`config.mk`:
```
export PLATFORM = sky130hd
export DESIGN_NAME = fm0_encoder
export DESIGN_NICKNAME = d
export VERILOG_FILES = /design/src/rtl/rfid_pkg.sv /design/src/rtl/rise_detect.sv /design/src/rtl/fm0_encoder.sv
export SDC_FILE = /design/constraint.sdc
export NUM_CORES = 1
export LEC_CHECK = 0
export CAP_MARGIN = 20
export CORE_ASPECT_RATIO = 1.75
export CORE_MARGIN = 2
export CORE_UTILIZATION = 50
export CTS_BUF_LIST = sky130_fd_sc_hd__clkbuf_4
export DETAILED_ROUTE_END_ITERATION = 10
export DONT_BUFFER_PORTS = 1
export PLACE_DENSITY_LB_ADDON = 0.2
export SETUP_SLACK_MARGIN = 0.2
export SLEW_MARGIN = 20
export SYNTH_ARGS = -nofsm -noshare
export SYNTH_HDL_FRONTEND = slang
export SYNTH_SLANG_ARGS = --single-unit
export TNS_END_PERCENT = 30
```
`constraint.sdc`:
```
create_clock -name clk_in -period 3 [get_ports clk_in]
set_clock_uncertainty 0.15 [all_clocks]
set_input_delay 0.45 -clock clk_in [delete_from_list [all_inputs] [get_ports clk_in]]
set_output_delay 0.45 -clock clk_in [all_outputs]
set_load 0.05 [all_outputs]
```
`src/rtl/rfid_pkg.sv`:
```
// rtl/rfid_pkg.sv - shared FM0 encoder types and constants
`timescale 1ns/1ps
package rfid_pkg;

  typedef enum logic [1:0] {
    IDLE     = 2'd0,
    PREAMBLE = 2'd1,
    DATA     = 2'd2,
    DUMMY    = 2'd3
  } fm0_state_t;

  // Half-bit levels of the FM0 preamble, sent MSB first.
  localparam logic [11:0] FM0_PREAMBLE_HB = 12'b110100100011;

  // The tick source is the system clock divided by this value.
  localparam int FM0_TICK_DIV = 4;

endpackage

```
`src/rtl/rise_detect.sv`:
```
// rtl/rise_detect.sv - registered rising-edge detector for a same-domain strobe
`timescale 1ns/1ps
module rise_detect (
  input  logic clk_in,
  input  logic rst_in,
  input  logic sig_in,
  output logic rise_out
);

  logic sig_q;

  always_ff @(posedge clk_in) begin
    if (rst_in) begin
      sig_q <= 1'b0;
    end else begin
      sig_q <= sig_in;
    end
  end

  assign rise_out = sig_in & ~sig_q;

endmodule

```
`src/rtl/fm0_encoder.sv`:
```
// rtl/fm0_encoder.sv - FM0 backscatter encoder driven by half-bit ticks; FM0_PREAMBLE_EN adds the preamble
`timescale 1ns/1ps
module fm0_encoder
  import rfid_pkg::*;
#(
  parameter int WIDTH = 16
) (
  input  logic             clk_in,
  input  logic             rst_in,
  input  logic             div_clk_in,
  input  logic [WIDTH-1:0] data_in,
  input  logic             data_valid_in,
  output logic             data_ready_out,
  output logic             tx_out,
  output logic             busy_out,
  output logic             done_out
);

  localparam int BW = $clog2(WIDTH + 1);

  fm0_state_t       state;
  logic [WIDTH-1:0] shift_q;
  logic [BW-1:0]    bit_cnt;
  logic             half_q;
  logic             dummy_sent_q;
  logic             tick;
`ifdef FM0_PREAMBLE_EN
  logic [3:0]       pre_cnt;
`endif

  rise_detect u_tick (
    .clk_in   (clk_in),
    .rst_in   (rst_in),
    .sig_in   (div_clk_in),
    .rise_out (tick)
  );

  assign data_ready_out = (state == IDLE);

  always_ff @(posedge clk_in) begin
    if (rst_in) begin
      state        <= IDLE;
      tx_out       <= 1'b0;
      busy_out     <= 1'b0;
      done_out     <= 1'b0;
      shift_q      <= '0;
      bit_cnt      <= '0;
      half_q       <= 1'b0;
      dummy_sent_q <= 1'b0;
`ifdef FM0_PREAMBLE_EN
      pre_cnt      <= '0;
`endif
    end else begin
      done_out <= 1'b0;
      case (state)
        IDLE: begin
          // A tick coinciding with accept is deliberately not consumed.
          if (data_valid_in) begin
            shift_q      <= data_in;
            bit_cnt      <= BW'(WIDTH);
            half_q       <= 1'b0;
            dummy_sent_q <= 1'b0;
            busy_out     <= 1'b1;
`ifdef FM0_PREAMBLE_EN
            pre_cnt      <= '0;
            state        <= PREAMBLE;
`else
            state        <= DATA;
`endif
          end
        end
`ifdef FM0_PREAMBLE_EN
        PREAMBLE: begin
          if (tick) begin
            tx_out <= FM0_PREAMBLE_HB[4'd11 - pre_cnt];
            if (pre_cnt == 4'd11) begin
              pre_cnt <= '0;
              state   <= DATA;
            end else begin
              pre_cnt <= pre_cnt + 4'd1;
            end
          end
        end
`endif
        DATA: begin
          if (tick) begin
            if (!half_q) begin
              tx_out <= ~tx_out;
              half_q <= 1'b1;
            end else begin
              // Mid-bit inversion encodes a zero.
              if (!shift_q[WIDTH-1]) begin
                tx_out <= ~tx_out;
              end
              half_q  <= 1'b0;
              shift_q <= shift_q << 1;
              bit_cnt <= bit_cnt - BW'(1);
              if (bit_cnt == BW'(1)) begin
                state <= DUMMY;
              end
            end
          end
        end
        DUMMY: begin
          if (tick) begin
            if (dummy_sent_q) begin
              tx_out       <= 1'b0;
              busy_out     <= 1'b0;
              done_out     <= 1'b1;
              dummy_sent_q <= 1'b0;
              state        <= IDLE;
            end else if (!half_q) begin
              tx_out <= ~tx_out;
              half_q <= 1'b1;
            end else begin
              half_q       <= 1'b0;
              dummy_sent_q <= 1'b1;
            end
          end
        end
        default: begin
          state <= IDLE;
        end
      endcase
    end
  end

endmodule

```
==> summary.txt <==
Power and ir drop
  • Power density over cell area: roughly 550 nW/um^2
  • Clock power frac: 0.305
  • Tot Pwr: 775.2 uW
  • Sequential share of power: 0.564
  • Worst IR Drop VDD: 0.3670 mV
  • Switching pwr: 217.2 uW
  • Leak pwr: 0.0005875 uW
  • Internal power: 557.9 uW
  • Combinational power share: 0.131
  • Net Sw Frac: 0.2802

Setup path
  • CP endpoint kind: output pin
  • Kind of critical path: flop to output pin
  • Arrival @ worst endpoint: 1540 ps
  • Reg-to-reg startpoint: state[1]
  • Reg-to-Reg End: shift_q[11]
  • Reg2Reg Depth: 4
  • Max incr delay on CP: 730 ps
  • Critical-path top delay cell: nor2_1
  • Worst path top cell family by delay: simple AND/OR/NAND/NOR gates
  • Worst setup startpoint: state[0]
  • Worst path depth: 1
  • Crit path cell chain: nor2_1
  • Req. time, crit path: between 2000 and 2500 ps
  • Crit-path max FO: 15
  • Setup crit end: data_ready_out
  • R2R Setup Slk: 1070 ps
  • WP buf/inv: 0
  • CP startpoint kind: flop

Routing
  • Pre-Repair DR Iteration Count: 6
  • Antenna viol nets, final: 0
  • WL per Instance: 14.91 microns
  • Routed WL: around 2600 microns
  • DRC Markers: 0
  • Vias per cell: 5.971
  • Initial drt markers: 32
  • Vias: 1033

Die
  • Die ar.: 3210 sq um
  • # IOs: 24
  • Core outline area: 2659 sq um
  • Die X: 43.70 microns
  • Initial Util: 0.5186
  • Die Ht: 73.47 microns
  • Row Count: 25

Synth
  • Synth Instances: roughly 150
  • EDFF count, synth: 0
  • Count leader, synth: dfxtp_1
  • Post-synth top area share: 0.4211
  • Primary FF master, synth: dfxtp_1
  • Count of different cell masters after synthesis: 33
  • Warnings from Yosys: 0
  • Synth Area per Inst: 9.380 sq um
  • Sequential area share after synthesis: 0.4211
  • Yosys top cell by area: dfxtp_1
  • Asr flop ratio synth: 0
  • Commonest cells post-synth: dfxtp_1 (29), nor2_1 (19), a211oi_1 (15), mux2i_1 (15), a21oi_1 (11)
  • Top cells by area, synth: dfxtp_1 (42%), mux2i_1 (11%), a211oi_1 (8.2%)
  • Post-Syn Area: 1379 sq um
  • Mapped Nets: 169
  • Yosys reg bits: 29

GRT
  • GRT overflow: 0
  • Number of global-route vias before repair: around 1000
  • Largest net degree at the start of global routing: 35
  • Total Routing Usage GR: 0.1879
  • First-pass GRT wire length: 4436 microns
  • Initial antenna violation count: 0

Timing
  • Hold Vio Cnt, Final: 0
  • RSZ-0062 raised after global routing: false
  • Peak Freq: about 470 MHz
  • Worst-Margin Slew: 872.2 ps
  • Final Max Tran Viols: 0
  • Worst slew margin: 0.4164
  • Final Setup Violations: 0
  • Final min period: 2138 ps
  • Setup TNS Final: 0 ps
  • Fin crit share: 0.7127

Final layout
  • Layout cells sized above 1: 0.1096
  • Antenna cells: 0
  • Final nets: 167
  • Layout area overhead: 2.178%

Flow run
  • Max-Cap Viols: 0

Place
  • I/O Buffers: 0
  • Detailed Place HPWL: 1846 microns
  • GPL Wtd Cong: roughly 0.83

Min path
  • Hold-critical path depth: 1
  • HP Class: input port to flop

Clock network
  • CTS Buffer Depth: 2
  • Setup Fix Bufs, Post-CTS: 0
  • H-tree depth: 2
  • Hold-fix buffers at CTS: 0
  • Num CTS Buffers: 5
  • Clock Sinks: 29
  • TritonCTS clock tree: done
  • Clk_lat worst skew: around 330 ps
  • Clk slew on worst S/H paths: ~100 ps
  • Root Driver: clkbuf_4
  • Post-CTS Resized: 0

Run status
  • Status: completed
-- cell type report --
cell class              count  area (sq um)
well taps                  27         33.78
inverters                   3         11.26
clock buffers               6         45.04
fillers                   267          1250
repair buffers              1         7.507
multi-input cells         105         720.7
clock inverters             2         10.01
flip-flops and latches     29         580.6
-- metal layers --
| metal | vias to the layer above | share of wire | track usage |
|---|---|---|---|
| met5 | - | 0 | 0 |
| met3 | 9 | 0.054 | 0.07125 |
| met4 | 0 | 0.032 | 0.1178 |
| met2 | 24 | 0.52 | 0.3137 |
| met1 | 479 | 0.39 | 0.1905 |
| li1 | 521 | - | - |
-- through the flow --
stage          hold WS [ps]  worst slack, ps  instance area (sq um)  utilization  cells
3_3_place_gp          306.1             1192                   1354       0.5092    165
5_1_grt               3.357            798.5                   1409       0.5299    173
3_5_place_dp          308.1             1077                   1354       0.5092    165
6_report              26.90            862.0                   1409       0.5299    173
4_1_cts               6.730            849.2                   1409       0.5299    173
2_1_floorplan         299.4             1260                   1379            -    147
-- power by group through the flow --
stage	sequential (uW)	combinational [uW]	clock, uW
after floorplan	439	102	0
after global placement	446	98.7	0
after detailed placement	446	103	0
after CTS	437	103	245
after global routing	441	115	260
final	437	102	236
-- worst min-delay path by stage --
stage	slack (ps)	endpoint	from
after floorplan	300	shift_q[0]	shift_q[0]
after global placement	310	shift_q[0]	shift_q[0]
after detailed placement	310	shift_q[0]	shift_q[0]
after CTS	7	state[1]	rst_in
after global routing	3	bit_cnt[3]	rst_in
final	30	u_tick.sig_q	rst_in
-- worst reg2reg max path, stage by stage (launching register included) --
cell and delay (ps):
dfxtp_1 520, nand4b_4 180, a21oi_4 650, nor2_1 90, a211oi_1 260
-- state kept, by name (all words and copies together), names as in the netlist --
signal	cells
done_out	1
tx_out	1
shift_q	16
bit_cnt	5
busy_out	1
half_q	1
dummy_sent_q	1
state	2
u_tick.sig_q	1
-- logic make-up after synthesis --
family	share of synthesized area
buffers and inverters	0.05626
and+or+nand+nor	0.2151
DFF	0.4211
muxes	0.1089
AOI/OAI and AO/OA	0.1615
adders and majority gates	0.01815
xor gates and xnor gates	0.01906
-- cell usage in the layout (no fill, tap or decap), drive strengths merged --
master,instances
and3b,1
ha,2
mux2i,15
nor2,19
nand3,4
nor3,4
or4,1
dfxtp,29
nand4b,3
or2,2
nor2b,2
clkinv,2
buf,1
or4b,1
a21oi,13
nor4,1
clkbuf,6
xnor2,3
nand2b,5
o21ai,3
nand2,7
nor3b,1
inv,3
and4,1
a211oi,15
o31ai,2
Power figures use the tool's default switching activity.
